<file path="src/rtl/cache_req_arbiter_pkg.sv">
// Shared types and field positions for the two-processor cache request front end.
package cache_pkg;
  localparam int REQ_W    = 22;
  localparam int PID_BIT  = 21;
  localparam int LS_BIT   = 20;
  localparam int TAG_MSB  = 19;
  localparam int TAG_LSB  = 9;
  localparam int OFF_BIT  = 8;
  localparam int DATA_MSB = 7;
  localparam int DATA_LSB = 0;

  typedef logic [REQ_W-1:0] req_t;

  typedef enum logic [1:0] {IDLE, ISSUE, HOLD} out_state_t;
endpackage

</file>
<file path="src/rtl/cache_req_arbiter_if.sv">
// Processor-side and cache-side handshake bundle for cache_req_arbiter.
interface cache_req_arbiter_if
  import cache_pkg::*;
#(
  parameter int DEPTH = 4
);
  localparam int LW = $clog2(DEPTH) + 1;

  logic          p0_valid;
  req_t          p0_request;
  logic          p0_ready;
  logic          p1_valid;
  req_t          p1_request;
  logic          p1_ready;
  logic          cache_busy;
  logic          cache_valid;
  req_t          cache_request;
  logic [LW-1:0] p0_level;
  logic [LW-1:0] p1_level;

  modport slave (
    input  p0_valid, p0_request, p1_valid, p1_request, cache_busy,
    output p0_ready, p1_ready, cache_valid, cache_request, p0_level, p1_level
  );

  modport master (
    output p0_valid, p0_request, p1_valid, p1_request, cache_busy,
    input  p0_ready, p1_ready, cache_valid, cache_request, p0_level, p1_level
  );
endinterface

</file>
<file path="src/rtl/cache_req_arbiter_req_fifo.sv">
// Per-port request FIFO; push/pop are ignored when full/empty respectively.
module req_fifo
  import cache_pkg::*;
#(
  parameter int DEPTH = 4,
  localparam int AW   = $clog2(DEPTH),
  localparam int LW   = AW + 1
) (
  input  logic          clk,
  input  logic          rst_n,
  input  logic          i_push,
  input  req_t          i_data,
  input  logic          i_pop,
  output req_t          o_data,
  output logic [LW-1:0] o_level,
  output logic          o_full,
  output logic          o_empty
);
  req_t          r_mem [DEPTH];
  logic [AW-1:0] r_wr, r_rd;
  logic [LW-1:0] r_level;
  logic          w_push, w_pop;

  assign o_full  = (r_level == LW'(DEPTH));
  assign o_empty = (r_level == '0);
  assign w_push  = i_push & ~o_full;
  assign w_pop   = i_pop & ~o_empty;
  assign o_data  = r_mem[r_rd];
  assign o_level = r_level;

  always_ff @(posedge clk) begin
    if (w_push) r_mem[r_wr] <= i_data;
  end

  // Pointers wrap naturally since DEPTH is a power of two.
  always_ff @(posedge clk or negedge rst_n) begin
    if (!rst_n) begin
      r_wr    <= '0;
      r_rd    <= '0;
      r_level <= '0;
    end else begin
      if (w_push) r_wr <= r_wr + 1'b1;
      if (w_pop)  r_rd <= r_rd + 1'b1;
      case ({w_push, w_pop})
        2'b10:   r_level <= r_level + 1'b1;
        2'b01:   r_level <= r_level - 1'b1;
        default: r_level <= r_level;
      endcase
    end
  end
endmodule

</file>
<file path="src/rtl/cache_req_arbiter.sv">
// Round-robin arbiter and registered output stage for two processor request FIFOs.
// Define CACHE_REQ_ZIDLE_EN to float cache_request while cache_valid is low.
module cache_req_arbiter
  import cache_pkg::*;
#(
  parameter int DEPTH = 4,
  localparam int LW   = $clog2(DEPTH) + 1
) (
  input  logic                 clk,
  input  logic                 rst_n,
  cache_req_arbiter_if.slave   bus
);
  logic [1:0]         w_push, w_pop, w_full, w_empty;
  req_t [1:0]         w_in, w_data;
  logic [1:0][LW-1:0] w_level;
  logic               w_any, w_sel, w_do_pop;
  req_t               w_issue;

  out_state_t r_state;
  logic       r_valid, r_last;
  req_t       r_req;

  assign w_push = {bus.p1_valid, bus.p0_valid};
  assign w_in   = {bus.p1_request, bus.p0_request};

  for (genvar g = 0; g < 2; g++) begin : g_port
    req_fifo #(.DEPTH(DEPTH)) u_fifo (
      .clk     (clk),
      .rst_n   (rst_n),
      .i_push  (w_push[g]),
      .i_data  (w_in[g]),
      .i_pop   (w_pop[g]),
      .o_data  (w_data[g]),
      .o_level (w_level[g]),
      .o_full  (w_full[g]),
      .o_empty (w_empty[g])
    );
  end

  assign bus.p0_ready = ~w_full[0];
  assign bus.p1_ready = ~w_full[1];
  assign bus.p0_level = w_level[0];
  assign bus.p1_level = w_level[1];

  // On a tie the port not granted last wins; otherwise the only non-empty one.
  assign w_any    = ~&w_empty;
  assign w_sel    = (~w_empty[0] & ~w_empty[1]) ? ~r_last : w_empty[0];
  assign w_do_pop = ~bus.cache_busy & w_any;
  assign w_pop    = w_do_pop ? (w_sel ? 2'b10 : 2'b01) : 2'b00;

  always_comb begin
    w_issue          = w_data[w_sel];
    w_issue[PID_BIT] = w_sel;
  end

  always_ff @(posedge clk or negedge rst_n) begin
    if (!rst_n) begin
      r_state <= IDLE;
      r_valid <= 1'b0;
      r_req   <= '0;
      r_last  <= 1'b1;
    end else if (bus.cache_busy) begin
      if (r_state == ISSUE) r_state <= HOLD;
    end else if (w_any) begin
      r_state <= ISSUE;
      r_valid <= 1'b1;
      r_req   <= w_issue;
      r_last  <= w_sel;
    end else begin
      r_state <= IDLE;
      r_valid <= 1'b0;
      r_req   <= '0;
    end
  end

  assign bus.cache_valid = r_valid;
`ifdef CACHE_REQ_ZIDLE_EN
  assign bus.cache_request = r_valid ? r_req : 'z;
`else
  assign bus.cache_request = r_req;
`endif
endmodule

</file>
<file path="src/flat_wrapper.sv">
// flat-port wrapper written by rule: the top's interface ports become plain ports
module cache_req_arbiter_flat import cache_pkg::*;
#(
  parameter int DEPTH = 4,
  localparam int LW   = $clog2(DEPTH) + 1
)
  (clk, rst_n, bus_p0_valid, bus_p0_request, bus_p1_valid, bus_p1_request, bus_cache_busy, bus_p0_ready, bus_p1_ready, bus_cache_valid, bus_cache_request, bus_p0_level, bus_p1_level);
  cache_req_arbiter_if #(.DEPTH(DEPTH)) bus_i ();
  input  logic clk;
  input  logic rst_n;
  input wire logic [$bits(bus_i.p0_valid)-1:0] bus_p0_valid;
  input wire logic [$bits(bus_i.p0_request)-1:0] bus_p0_request;
  input wire logic [$bits(bus_i.p1_valid)-1:0] bus_p1_valid;
  input wire logic [$bits(bus_i.p1_request)-1:0] bus_p1_request;
  input wire logic [$bits(bus_i.cache_busy)-1:0] bus_cache_busy;
  output wire logic [$bits(bus_i.p0_ready)-1:0] bus_p0_ready;
  output wire logic [$bits(bus_i.p1_ready)-1:0] bus_p1_ready;
  output wire logic [$bits(bus_i.cache_valid)-1:0] bus_cache_valid;
  output wire logic [$bits(bus_i.cache_request)-1:0] bus_cache_request;
  output wire logic [$bits(bus_i.p0_level)-1:0] bus_p0_level;
  output wire logic [$bits(bus_i.p1_level)-1:0] bus_p1_level;
  assign bus_i.p0_valid = bus_p0_valid;
  assign bus_i.p0_request = bus_p0_request;
  assign bus_i.p1_valid = bus_p1_valid;
  assign bus_i.p1_request = bus_p1_request;
  assign bus_i.cache_busy = bus_cache_busy;
  assign bus_p0_ready = bus_i.p0_ready;
  assign bus_p1_ready = bus_i.p1_ready;
  assign bus_cache_valid = bus_i.cache_valid;
  assign bus_cache_request = bus_i.cache_request;
  assign bus_p0_level = bus_i.p0_level;
  assign bus_p1_level = bus_i.p1_level;
  cache_req_arbiter #(.DEPTH(DEPTH)) u_core (.clk(clk), .rst_n(rst_n), .bus(bus_i));
endmodule
</file>
<file path="config.mk">
export PLATFORM = sky130hd
export DESIGN_NAME = cache_req_arbiter_flat
export DESIGN_NICKNAME = d
export VERILOG_FILES = /design/src/rtl/cache_req_arbiter_pkg.sv /design/src/rtl/cache_req_arbiter_if.sv /design/src/rtl/cache_req_arbiter_req_fifo.sv /design/src/rtl/cache_req_arbiter.sv /design/src/flat_wrapper.sv
export SDC_FILE = /design/constraint.sdc
export NUM_CORES = 1
export LEC_CHECK = 0
export ABC_AREA = 1
export BUFFER_PORTS_ARGS = -buffer_cell sky130_fd_sc_hd__buf_2
export CORE_MARGIN = 1
export CORE_UTILIZATION = 48
export DETAILED_ROUTE_END_ITERATION = 8
export PLACE_DENSITY = 0.77
export SLEW_MARGIN = 20
export SYNTH_ARGS = -nofsm -noshare
export SYNTH_HDL_FRONTEND = slang
export SYNTH_SLANG_ARGS = --single-unit
export TNS_END_PERCENT = 30
</file>
<file path="constraint.sdc">
create_clock -name clk -period 6.1 [get_ports clk]
set_input_delay 0.915 -clock clk [delete_from_list [all_inputs] [get_ports clk]]
set_output_delay 0.915 -clock clk [all_outputs]
set_load 0.02 [all_outputs]
</file>
==> impl_metrics.toml <==
[clocking]
cts_tree = "built"
clk_pin_slew_worst_paths_ns = 0.06
clock_latency_ns = 0.49
root_buffer = "clkbuf_16"
cts_resized = 0
htree_levels = 1
cts_post_setup_buffers_inserted = 0
clk_path_buf_depth = 3
cts_hold_buf = 0
clock_sinks = 206
cts_made_buffers = 20

[timing]
timing.fmax_mhz = 375.9
post-route-period-util_pct = 43.61
tns_ns = 0
finalSetupViolCount = 0
skew_ns = 0.01368
hold_viol_final = 0
worst_slack_ns = 3.440
worst_hold_slack_ns = 0.4767
slew_headroom_pct = 35.76
rsz0062_at_grt = "false"
tightestPinTransition_ns = 0.9637
min_period_ns = 2.660
finalMaxSlewViolations = 0

[setup_path]
reg2regPathDepth = 11
r2r_setup_slack_ns = 3.44
critPathSlowestCell = "dfrtp_1"
crit_path_frequent_cell = "nand2_2"
required_ns = 6.46
worstReg2RegEnd = "u_core.g_port[1].u_fifo.o_level[2]$_DFFE_PN0P_"
critPathCapture = "u_core.g_port[1].u_fifo.o_level[2]$_DFFE_PN0P_"
crit_type = "reg2reg"
path_max_fanout = 24
startpoint = "u_core.g_port[1].u_fifo.o_level[0]$_DFFE_PN0P_"
startpoint_type = "register"
cp_cell_sequence = "nor2_2 -> nand2_1 -> nand2_2 -> nand2_4 -> nand2_2 -> inv_2 -> ha_1 -> fa_1 -> a21oi_1 -> o21ai_0 -> xor2_1"
end_kind = "register"
cp.arrival_ns = 3.02
max_stage_delay_ns = 0.43
reg2reg_from = "u_core.g_port[1].u_fifo.o_level[0]$_DFFE_PN0P_"

[route]
drtPass1Iterations = 5
vias = 5340
drt_wl_total_um = 16210
vias_per_cell = 5.095
drc = 0
drt_iter0_drc = 286
ant_nets = 0
wl_per_cell_um = 15.47

[power]
peakVddDrop_mv = 0.2087
p_comb_share_pct = 33.5
internal_power_mw = 3.218
powerDensity_nw_per_um2 = 520.5
p_sw_share_pct = 36.23
p_switching_mw = 1.828
p_leak_nw = 4.015
clkPwrFrac_pct = 25.7
pwr-share-seq_pct = 40.8

[floorplanning]
core_area_um2 = 17300
die-area_um2 = 18220
die_x_um = 135.0
die_height_um = 135.0
io_pins = 80
row_count = 48
initial_core_util_pct = 49.07

[synthesis]
synth_top_cell_area_share_pct = 59.43
synthMostInstantiatedCell = "nand2_1"
yosys.area.top_type = "edfxtp_1"
synth_nets = 797
synth_commonest_cells = "nand2_1 (287), edfxtp_1 (168), nand3_1 (126)"
ys_warn_count = 0
postSynth.asyncResetShare_pct = 18.45
synth_edf_count = 168
synth-seq-cells = 206
synth_area_leaders = "edfxtp_1 (59%), nand2_1 (13%), dfrtp_1 (11%)"
ys_types = 26
synth_ff_type = "edfxtp_1"
synth-seq-area-share_pct = 70.65
synth_area_um2 = 8488
syn_area_per_cell_um2 = 11.53
syn_inst = 736

[global_route]
grt.overflow.total = 0
grt_max_degree = 46
antenna_found_initial = 0
grt_usage_pct = 18.28
grt_pass1_wl_um = 25360
first_global_vias = 5073

[status]
status = "finished clean"

[hold_path]
hold_class = "reg2reg"
hp-start = "u_core.bus.cache_request[9]$_DFFE_PN0N_"

[layout]
area_delta_synth_final_pct = 14.20
nNetsFinal = 870
drive_above_1_share_pct = 16.52
diodes = 0
fill_cells = 1412

[flow_run]
cap_viol_max_count = 0

[placed_design]
routabilityCongestion = 0.7834
io_buffers = 77
dpl.hpwl_um = 10090
preCtsSetupSlack_ns = 3.088
[power by group through the flow]
stage | Clock, mW | Combinational [mW] | Sequential [mW]
6_report | 1.30 | 1.69 | 2.06
3_3_place_gp | 0 | 1.64 | 2.08
3_5_place_dp | 0 | 1.69 | 2.09
2_1_floorplan | 0 | 1.19 | 2.16
4_1_cts | 1.32 | 1.70 | 2.06
5_1_grt | 1.37 | 1.90 | 2.09
[routing by layer]
metal	vias to the layer above	global-route usage (%)	part of all wire [%]
li1	2627	-	-
met1	2547	22.97	41
met2	133	31.84	51
met3	33	3.003	5.3
met4	0	6.804	2.7
met5	-	0	0
[logic make-up after synthesis]
logic type	synth area share, %
simple gates	21.58
fa+ha+maj	1.946
flops	70.65
buf+inv	4.186
mux	0.1327
xor+xnor	0.8255
compound gates	0.6781
[sequential cells by signal, indices dropped and copies added, names as in the netlist]
register / cells
u_core.bus.cache_request: 22
u_core.r_last: 1
u_core.g_port.u_fifo.r_wr: 4
u_core.g_port.u_fifo.r_rd: 4
u_core.bus.cache_valid: 1
u_core.g_port.u_fifo.o_level: 6
u_core.g_port.u_fifo.r_mem: 168
[stage by stage]
| stage | area, µm² | cells | util, % | power (mW) |
|---|---|---|---|---|
| after floorplan | 8488 | 736 | - | 3.345 |
| after global placement | 8990 | 1012 | 51.97 | 3.720 |
| after detailed placement | 8990 | 1012 | 51.97 | 3.775 |
| after CTS | 9693 | 1048 | 56.04 | 5.076 |
| after global routing | 9693 | 1048 | 56.04 | 5.359 |
| final | 9693 | 1048 | 56.04 | 5.045 |
[critical path: cells and delay by family (launching register included)]
family | cells | cell delay [ns]
XOR/XNOR | 1 | 0.15
AO/OA/AOI/OAI | 2 | 0.24
AND/OR/NAND/NOR | 5 | 1.06
flip-flops | 1 | 0.43
buffers and inverters | 1 | 0.06
adder cells (fa/ha/maj) | 2 | 0.60
[worst min-delay path by stage]
| stage | endpoint | slack (ns) | cells past startpoint |
|---|---|---|---|
| floorplan | u_core.r_last$_DFFE_PN1N_ | 0.49 | 2 |
| global placement | u_core.bus.cache_request[4]$_DFFE_PN0N_ | 0.46 | 2 |
| detailed placement | u_core.bus.cache_request[4]$_DFFE_PN0N_ | 0.46 | 2 |
| CTS | u_core.bus.cache_request[15]$_DFFE_PN0N_ | 0.48 | 2 |
| global route | u_core.bus.cache_request[9]$_DFFE_PN0N_ | 0.51 | 2 |
| finish | u_core.bus.cache_request[9]$_DFFE_PN0N_ | 0.48 | 2 |
[final cells by class]
type                    instances  area [µm²]  share of cell area (%)
inverters                      28       107.6                   1.110
clock inverters                11       152.6                   1.575
repair buffers                 88       467.9                   4.828
flip-flops and latches        206        5997                   61.87
clock buffers                  25       550.5                   5.680
well taps                     225       281.5                   2.904
multi-input cells             465        2136                   22.03
[placed cells by master (no fill, tap or decap)]
| cell type | n |
|---|---|
| inv_2 | 5 |
| nor2_4 | 2 |
| nand2_1 | 287 |
| nand2_4 | 1 |
| mux2_2 | 1 |
| o21ai_0 | 6 |
| dfstp_2 | 1 |
| xnor2_1 | 3 |
| buf_2 | 77 |
| clkbuf_8 | 1 |
| clkbuf_16 | 21 |
| buf_4 | 11 |
| a21oi_1 | 4 |
| ha_1 | 10 |
| inv_4 | 1 |
| clkinv_2 | 5 |
| nor2_2 | 2 |
| xor2_1 | 5 |
| nor2_1 | 11 |
| clkbuf_1 | 3 |
| bufinv_16 | 4 |
| dfrtp_1 | 37 |
| o21bai_1 | 1 |
| nand3_1 | 126 |
| nand3_4 | 1 |
| inv_1 | 22 |
| edfxtp_1 | 168 |
| fa_1 | 2 |
| clkinv_1 | 2 |
| nand2_2 | 3 |
No activity file was read; power rests on OpenSTA's default activity.
